[src/rtl/dbg_host_master.sv]
// Debug host master: turns debug commands into a UART byte protocol and checks the target's reply.
// Define DBG_HOST_TIMEOUT_EN to abort with an error when no response byte arrives within TIMEOUT_CYCLES.
module dbg_host_master #(
    parameter int TIMEOUT_CYCLES = 1200000
) (
    input  logic        clk,
    input  logic        rst,
    input  logic        req_valid,
    output logic        req_ready,
    input  logic [2:0]  req_op,
    input  logic [15:0] req_addr,
    input  logic [31:0] req_wdata,
    input  logic [4:0]  req_reg,
    output logic        rsp_valid,
    output logic [31:0] rsp_rdata,
    output logic        rsp_err,
    output logic [7:0]  m_axis_tdata,
    output logic        m_axis_tvalid,
    input  logic        m_axis_tready,
    input  logic [7:0]  s_axis_tdata,
    input  logic        s_axis_tvalid,
    output logic        s_axis_tready,
    output logic        busy
);

    typedef enum logic [1:0] {IDLE, SEND, WAIT_RSP, DONE} state_t;

    localparam logic [2:0] OP_WRITE = 3'd0;
    localparam logic [2:0] OP_READ  = 3'd1;
    localparam logic [2:0] OP_RUN   = 3'd2;
    localparam logic [2:0] OP_HALT  = 3'd3;
    localparam logic [2:0] OP_RESET = 3'd4;

    state_t      state, next_state;
    logic [2:0]  op;
    logic [15:0] addr;
    logic [31:0] wdata;
    logic [4:0]  reg_idx;
    logic [2:0]  cnt;
    logic [23:0] shift;

    logic [7:0]  tx_byte, ack_byte;
    logic [2:0]  tx_last, rx_last;
    logic        rx_fire, bad_byte, timeout_hit, req_illegal, enter_done, done_err;

    // Per-command framing: byte to send at position cnt, last TX/RX index, and expected ack.
    always_comb begin
        tx_byte  = 8'h00;
        tx_last  = 3'd0;
        rx_last  = 3'd0;
        ack_byte = 8'h00;
        case (op)
            OP_WRITE: begin
                tx_last  = 3'd6;
                ack_byte = 8'hAA;
                case (cnt)
                    3'd0:    tx_byte = 8'hAA;
                    3'd1:    tx_byte = addr[15:8];
                    3'd2:    tx_byte = addr[7:0];
                    3'd3:    tx_byte = wdata[31:24];
                    3'd4:    tx_byte = wdata[23:16];
                    3'd5:    tx_byte = wdata[15:8];
                    default: tx_byte = wdata[7:0];
                endcase
            end
            OP_READ: begin
                tx_last = 3'd1;
                rx_last = 3'd3;
                tx_byte = (cnt == 3'd0) ? 8'hBB : {3'b000, reg_idx};
            end
            OP_RUN:   begin tx_byte = 8'hCC; ack_byte = 8'hCC; end
            OP_HALT:  begin tx_byte = 8'hDD; ack_byte = 8'hDD; end
            OP_RESET: begin tx_byte = 8'hEE; ack_byte = 8'hEE; end
            default:  ;
        endcase
    end

`ifdef DBG_HOST_TIMEOUT_EN
    localparam int TW = $clog2(TIMEOUT_CYCLES + 1);
    logic [TW-1:0] timer;

    // Idle-cycle counter, restarted by every received byte.
    always_ff @(posedge clk or posedge rst) begin
        if (rst)                                     timer <= '0;
        else if (state != WAIT_RSP || s_axis_tvalid) timer <= '0;
        else                                         timer <= timer + 1'b1;
    end

    assign timeout_hit = (state == WAIT_RSP) && !s_axis_tvalid && (timer == TW'(TIMEOUT_CYCLES - 1));
`else
    assign timeout_hit = 1'b0;
`endif

    assign rx_fire     = (state == WAIT_RSP) && s_axis_tvalid;
    assign bad_byte    = rx_fire && (op != OP_READ) && (s_axis_tdata != ack_byte);
    assign req_illegal = (state == IDLE) && req_valid && (req_op > OP_RESET);
    assign done_err    = bad_byte || timeout_hit || req_illegal;

    // NOTE: every output of this block gets a default first so no path can infer a latch.
    always_comb begin
        next_state    = state;
        m_axis_tvalid = 1'b0;
        m_axis_tdata  = 8'h00;
        s_axis_tready = 1'b0;
        case (state)
            IDLE: begin
                s_axis_tready = 1'b1;
                if (req_valid) next_state = (req_op > OP_RESET) ? DONE : SEND;
            end
            SEND: begin
                m_axis_tvalid = 1'b1;
                m_axis_tdata  = tx_byte;
                if (m_axis_tready && cnt == tx_last) next_state = WAIT_RSP;
            end
            WAIT_RSP: begin
                s_axis_tready = 1'b1;
                if ((s_axis_tvalid && cnt == rx_last) || timeout_hit) next_state = DONE;
            end
            default: next_state = IDLE;
        endcase
    end

    assign enter_done = (next_state == DONE) && (state != DONE);
    assign req_ready  = (state == IDLE);
    assign busy       = (state != IDLE);
    assign rsp_valid  = (state == DONE);

    // NOTE: sequential state uses non-blocking assignments so all registers update together.
    always_ff @(posedge clk or posedge rst) begin
        if (rst) begin
            state     <= IDLE;
            op        <= 3'd0;
            addr      <= 16'h0000;
            wdata     <= 32'h0;
            reg_idx   <= 5'd0;
            cnt       <= 3'd0;
            shift     <= 24'h0;
            rsp_rdata <= 32'h0;
            rsp_err   <= 1'b0;
        end else begin
            state <= next_state;
            case (state)
                IDLE: if (req_valid) begin
                    op      <= req_op;
                    addr    <= req_addr;
                    wdata   <= req_wdata;
                    reg_idx <= req_reg;
                    cnt     <= 3'd0;
                end
                SEND: if (m_axis_tready) cnt <= (cnt == tx_last) ? 3'd0 : cnt + 3'd1;
                WAIT_RSP: if (s_axis_tvalid) begin
                    cnt   <= cnt + 3'd1;
                    shift <= {shift[15:0], s_axis_tdata};
                end
                default: ;
            endcase
            // Result registers change only when a command completes, so they hold between pulses.
            if (enter_done) begin
                rsp_err <= done_err;
                if (state == WAIT_RSP && op == OP_READ && !done_err)
                    rsp_rdata <= {shift, s_axis_tdata};
            end
        end
    end

endmodule

[config.mk]
export PLATFORM = sky130hd
export DESIGN_NAME = dbg_host_master
export DESIGN_NICKNAME = d
export VERILOG_FILES = /design/src/rtl/dbg_host_master.sv
export SDC_FILE = /design/constraint.sdc
export NUM_CORES = 1
export LEC_CHECK = 0
export ABC_AREA = 0
export CELL_PAD_IN_SITES_DETAIL_PLACEMENT = 0
export CELL_PAD_IN_SITES_GLOBAL_PLACEMENT = 1
export CORE_MARGIN = 2
export CORE_UTILIZATION = 51
export CTS_CLUSTER_SIZE = 12
export DETAILED_ROUTE_END_ITERATION = 6
export DONT_BUFFER_PORTS = 1
export GPL_ROUTABILITY_DRIVEN = 0
export PLACE_DENSITY = 0.89
export SLEW_MARGIN = 20
export SYNTH_ARGS = -nofsm -noshare
export SYNTH_HDL_FRONTEND = slang
export SYNTH_SLANG_ARGS = --single-unit
[constraint.sdc]
create_clock -name clk -period 4 [get_ports clk]
set_input_delay 0.4 -clock clk [delete_from_list [all_inputs] [get_ports clk]]
set_output_delay 0.4 -clock clk [all_outputs]
set_load 0.01 [all_outputs]
==> results of run 1 <==
-- area by class of cell --
class / instances / area, um2 / share of cell area [%]
flip-flops and latches: 118 / 2950 / 48.0
multi-input cells: 253 / 2350 / 38.3
clock buffers: 22 / 443 / 7.20
well taps: 136 / 170 / 2.77
clock inverters: 10 / 153 / 2.48
repair buffers: 5 / 40.0 / 0.651
inverters: 10 / 40.0 / 0.651
-- layer usage --
metal	routed length (um)	up-vias
met5	0	-
met3	1010	16
met2	5710	125
met4	180	0
met1	4650	1665
li1	-	1480
-- kinds of logic (layout without fill, tap and decap cells) --
| logic type | after synthesis | after routing |
|---|---|---|
| AO/OA/AOI/OAI | 52 | 52 |
| adder cells (fa/ha/maj) | 10 | 10 |
| buffers and inverters | 33 | 47 |
| flip-flops | 118 | 118 |
| multiplexers | 123 | 123 |
| AND/OR/NAND/NOR | 68 | 68 |
-- power by group through the flow --
stage | registers [W] | clock network [W] | logic (W)
after floorplan | 0.00206 | 0 | 0.00130
after global placement | 0.00222 | 0 | 0.00140
after detailed placement | 0.00225 | 0 | 0.00146
after CTS | 0.00224 | 0.00155 | 0.00148
after global routing | 0.00232 | 0.00161 | 0.00161
final | 0.00224 | 0.00153 | 0.00147
-- state kept, by name, summed over array words and instances, names as in the netlist --
name       cells
addr          16
cnt            3
op             3
reg_idx        5
rsp_err        1
rsp_rdata     32
shift         24
state          2
wdata         32
-- worst max-delay path by stage --
stage                       start                        end  slack (ps)  cells past startpoint
4_1_cts        cnt[2]$_DFFE_PP0P_            m_axis_tdata[6]         480                      7
2_1_floorplan                 rst        addr[0]$_DFFE_PP0P_         470                      1
3_5_place_dp   cnt[2]$_DFFE_PP0P_  rsp_rdata[31]$_DFFE_PP0P_         760                      6
5_1_grt        cnt[2]$_DFFE_PP0P_            m_axis_tdata[6]         270                      7
6_report       cnt[2]$_DFFE_PP0P_            m_axis_tdata[6]         470                      7
3_3_place_gp   cnt[2]$_DFFE_PP0P_  rsp_rdata[31]$_DFFE_PP0P_         920                      6
-- metrics by stage --
| step | power (W) | setup slack (ps) | area, um2 | utilization (%) | instances |
|---|---|---|---|---|---|
| floorplan | 0.00336 | 471 | 5470 | - | 404 |
| global placement | 0.00362 | 918 | 5550 | 53.5 | 521 |
| detailed placement | 0.00371 | 758 | 5550 | 53.5 | 521 |
| CTS | 0.00528 | 483 | 6150 | 59.3 | 554 |
| global route | 0.00554 | 271 | 6150 | 59.3 | 554 |
| finish | 0.00524 | 471 | 6150 | 59.3 | 554 |
-- what timing repair did --
action,in CTS,in global routing
setup buffers,0,0
hold buffers,1,0
endpoints found under the hold margin,52,0
setup endpoints to repair,0,0
-- cell usage in the layout, fill, tap and decap left out, types with 3 or more instances in the layout --
cell and n:
o22ai_1 5, a21oi_1 10, clkbuf_16 16, and2_1 4
a221o_1 3, clkbuf_1 4, o21ai_0 8, buf_4 4
inv_1 9, dfrtp_1 118, o31ai_1 3, nor2_1 11
bufinv_16 4, a31oi_1 4, a222oi_1 5, nor2b_1 7
mux2_4 30, ha_1 10, nand2_1 20, nand3_1 5
mux2_2 91, clkinv_2 5, a211oi_1 3, nor3_1 3
==> flow_metrics.py, run 1 <==
metrics = {
    "run_status": {
        "status": "finished, final reports clean",
    },
    "detailed_routing": {
        "routed_wl_mm": 11.5,
        "wire_per_inst_um": 20.8,
        "vias": 3286,
        "via_per_inst": 5.93,
        "drc": 0,
        "antenna_left": 0,
        "drt_pass1_iterations": 5,
        "drt_iter0_markers": 295,
    },
    "clock_tree": {
        "cts_made_buffers": 17,
        "cts_tree": "yes",
        "htree_levels": 4,
        "clkTransAtPathRegs_ps": 60,
        "clock_path_buffers": 2,
        "clock_sinks": 118,
        "cts_root_buf": "clkbuf_8",
        "insertion_delay_ps": 510,
        "post_cts_resized": 0,
    },
    "run": {
        "drv_cap": 0,
    },
    "setup_path": {
        "r2r-end": "rsp_rdata[31]$_DFFE_PP0P_",
        "worstPathCellList": "inv_1 > ha_1 > nor4_1 > a221oi_1 > a21oi_1 > nor2_1 > nor2_1",
        "cp_top_family": "simple AND/OR/NAND/NOR gates",
        "worst-r2r-setup-slack_ps": 1070,
        "critical_path.max_stage_delay_ps": 700,
        "path_common_cell": "nor2_1",
        "cp_slowest_cell": "dfrtp_1",
        "r2r_start": "cnt[2]$_DFFE_PP0P_",
        "reg2reg_depth": 6,
        "path_max_fanout": 16,
        "path_buf_inv": 1,
        "worst_ep_required_time_ps": 3600,
        "critPathCaptureType": "output port",
        "start_kind": "register",
        "path_class": "register to output port",
        "crit_arrival_ps": 3130,
    },
    "place": {
        "hpwl_mm": 7.84,
        "port_buffers": 0,
    },
    "timing": {
        "setup_total_negative_slack_ps": 0,
        "rsz0062_at_grt": "no",
        "whs_ps": 35.4,
        "maxSlewHeadroom_pct": 41.9,
        "fin_crit_sh_pct": 88.2,
        "skew_ps": 6.80,
        "final_max_slew_viol_count": 0,
        "worstMarginPinSlew_ps": 869,
        "max_freq_mhz": 283,
        "hold_violations": 0,
        "min_period_ps": 3530,
        "setup_viol": 0,
    },
    "synth": {
        "synth_ff_type": "dfrtp_1",
        "synthTopCellsByCount": "dfrtp_1, mux2_2, mux2_4",
        "synthCells": 404,
        "synth_fa_ha_area_share_pct": 2.29,
        "synth.distinct_cells": 47,
        "netlist.area_leader.share_pct": 54.0,
        "synth_largest_area_cell": "dfrtp_1",
        "synth.yosys.seq_area_share_pct": 54.0,
        "synth_top_family_by_area": "multiplexers",
        "ys_top_cells_by_area": "dfrtp_1, mux2_2, mux2_4",
        "synth_xor_area_share_pct": 0,
        "synth_simple_gate_area_share_pct": 6.55,
        "synth_compound_area_share_pct": 6.80,
        "syn_nets": 483,
        "synth_edf_count": 0,
        "synthMuxAreaShare_pct": 27.4,
        "synthArstFlopShare_pct": 100,
        "ys_seq_elements": 118,
        "synth.most_common_cell": "dfrtp_1",
        "syn_area_per_cell_um2": 13.5,
        "syn-cell-area_um2": 5470,
        "ys_warn_count": 0,
    },
    "global_routing": {
        "grt_usage_pct": 21.2,
        "antenna_found_initial": 0,
        "grt_pass1_vias": 3449,
        "use_met3_pct": 8.41,
        "grt_pass1_wl_mm": 18.5,
        "use_met2_pct": 35.0,
        "grt_max_degree": 57,
        "grt-ovfl-total": 0,
        "busiest_layer": "met2",
        "grt.met1_usage_pct": 25.1,
    },
    "power": {
        "p_per_area_nw_per_um2": 852,
        "seqPwrFrac_pct": 42.7,
        "p_leak_nw": 2.80,
        "internal_power_w": 0.00361,
        "pwr-share-comb_pct": 28.0,
        "swShare_pct": 31.1,
        "worst_ir_drop_vdd_mv": 0.524,
        "clock_power_share_pct": 29.3,
        "p_sw_w": 0.00163,
    },
    "min_path": {
        "holdPathEnd": "wdata[26]$_DFFE_PP0P_",
        "hold_depth": 1,
        "holdCritPathClass": "input pin to register",
        "min-delay-start": "req_wdata[26]",
    },
    "floorplan": {
        "initial_utilization_pct": 52.7,
        "die_w_um": 108,
        "boundaryPins": 115,
        "die-area_um2": 11600,
        "core_um2": 10400,
        "num_rows": 37,
        "fp.dieH_um": 108,
    },
    "final_layout": {
        "n_fill_cell": 808,
        "diodes": 0,
        "syn_to_final_growth_pct": 12.6,
        "final_nets": 484,
        "drive_gt1_share_pct": 38.8,
    },
}
Power figures use the tool's default switching activity.
==> run 2: changes to the inputs <==
- MAX_ROUTING_LAYER: default -> met4
==> flow_metrics.py, run 2 (synthesis gave the netlist of run 1 again) <==
metrics = {
    "floorplan": {
        "initial_utilization_pct": 52.7,
        "num_rows": 37,
        "core_um2": 10400,
        "boundaryPins": 115,
        "die-area_um2": 11600,
        "die_w_um": 108,
        "fp.dieH_um": 108,
    },
    "global_routing": {
        "grt-ovfl-total": 0,
        "grt_max_degree": 57,
        "grt_pass1_vias": 3454,
        "grt_usage_pct": 21.8,
        "antenna_found_initial": 0,
        "grt_pass1_wl_mm": 18.5,
    },
    "timing": {
        "hold_violations": 0,
        "skew_ps": 7.63,
        "whs_ps": 36.4,
        "setup_total_negative_slack_ps": 0,
        "rsz0062_at_grt": "no",
        "max_freq_mhz": 284,
        "final_max_slew_viol_count": 0,
        "min_period_ps": 3520,
        "fin_crit_sh_pct": 87.9,
        "worstMarginPinSlew_ps": 854,
        "postLayoutSetupSlackWorst_ps": 483,
        "setup_viol": 0,
        "maxSlewHeadroom_pct": 43.0,
    },
    "setup_path": {
        "r2r-end": "rsp_rdata[31]$_DFFE_PP0P_",
        "worst-r2r-setup-slack_ps": 1080,
        "worstPathCellList": "inv_1 > ha_1 > nor4_1 > a221oi_1 > a21oi_1 > nor2_1 > nor2_1",
        "cp_slowest_cell": "dfrtp_1",
        "critPathCaptureType": "output port",
        "path_common_cell": "nor2_1",
        "r2r_start": "cnt[2]$_DFFE_PP0P_",
        "critical_path.max_stage_delay_ps": 700,
        "worst_ep_required_time_ps": 3600,
        "path_class": "register to output port",
        "path_max_fanout": 16,
        "start_kind": "register",
        "crit_arrival_ps": 3120,
        "reg2reg_depth": 6,
    },
    "clock_tree": {
        "post_cts_resized": 0,
        "cts_made_buffers": 17,
        "clock_path_buffers": 2,
        "htree_levels": 4,
        "cts_tree": "yes",
        "cts_root_buf": "clkbuf_8",
        "clock_sinks": 118,
        "clkTransAtPathRegs_ps": 60,
        "insertion_delay_ps": 510,
    },
    "final_layout": {
        "drive_gt1_share_pct": 38.8,
        "diodes": 0,
        "final_nets": 484,
        "reg.largest.list": "rsp_rdata: 32 flops, wdata: 32 flops, shift: 24 flops",
        "syn_to_final_growth_pct": 12.6,
        "final_common_cell": "dfrtp_1",
        "mostFrequentLayoutCells": "dfrtp_1, mux2_2, mux2_4",
    },
    "detailed_routing": {
        "drt_pass1_iterations": 5,
        "via_per_inst": 5.95,
        "vias": 3294,
        "wire_per_inst_um": 20.8,
        "antenna_left": 0,
        "routed_wl_mm": 11.5,
        "drt_iter0_markers": 272,
        "drc": 0,
    },
    "min_path": {
        "hold_depth": 1,
        "holdPathEnd": "wdata[26]$_DFFE_PP0P_",
        "holdCritPathClass": "input pin to register",
        "min-delay-start": "req_wdata[26]",
    },
    "place": {
        "pre_cts_slack_ps": 758,
        "port_buffers": 0,
        "hpwl_mm": 7.84,
    },
    "power": {
        "p_sw_w": 0.00163,
        "power_w": 0.00524,
        "seqPwrFrac_pct": 42.8,
        "p_leak_nw": 2.80,
        "worst_ir_drop_vdd_mv": 0.525,
        "clock_power_share_pct": 29.2,
        "pwr-share-comb_pct": 28.0,
        "p_per_area_nw_per_um2": 852,
        "internal_power_w": 0.00361,
        "swShare_pct": 31.1,
    },
    "run_status": {
        "status": "finished, final reports clean",
    },
    "run": {
        "drv_cap": 0,
    },
}
## run 2: cell type report
class	count	area, um2
inverters	10	40.0
clock inverters	10	153
well taps	136	170
repair buffers	5	40.0
multi-input cells	253	2350
flip-flops and latches	118	2950
fillers	808	4220
clock buffers	22	443
## run 2: timing repair
action | 4_1_cts | 5_1_grt
hold buffers | 1 | 0
hold endpoints to repair | 52 | 0
buffers inserted | 0 | 0
## run 2: per-layer routing
metal	share of wire [%]	global-route usage (%)	vias to the layer above
met5	0	-	-
met4	1.5	8.52	0
met3	8.4	7.63	14
met2	50	35.0	129
met1	40	25.3	1675
li1	-	-	1476
## run 2: per-stage QoR
step                instances  instance area (um2)  util (%)
detailed placement        521                 5550      53.5
CTS                       554                 6150      59.3
global placement          521                 5550      53.5
floorplan                 404                 5470         -
global route              554                 6150      59.3
finish                    554                 6150      59.3
## run 2: critical path: cells and delay by family, from the launching register on
kind	cells	cell delay [ps]
AOI/OAI and AO/OA	2	380
and+or+nand+nor	3	990
adders and majority gates	1	400
DFF	1	700
buffers and inverters	1	150
## run 2: power groups by stage
stage	registers, W	clock network, W	logic [W]
after floorplan	0.00206	0	0.00130
after detailed placement	0.00225	0	0.00146
after global placement	0.00222	0	0.00140
after CTS	0.00224	0.00155	0.00148
final	0.00224	0.00153	0.00147
after global routing	0.00232	0.00161	0.00161
## run 2: worst max-delay path by stage
stage	start	endpoint	slack (ps)	cells after the start
global placement	cnt[2]$_DFFE_PP0P_	rsp_rdata[31]$_DFFE_PP0P_	920	6
CTS	cnt[2]$_DFFE_PP0P_	m_axis_tdata[6]	480	7
global route	cnt[2]$_DFFE_PP0P_	m_axis_tdata[6]	270	7
finish	cnt[2]$_DFFE_PP0P_	m_axis_tdata[6]	480	7
floorplan	rst	addr[0]$_DFFE_PP0P_	470	1
detailed placement	cnt[2]$_DFFE_PP0P_	rsp_rdata[31]$_DFFE_PP0P_	760	6
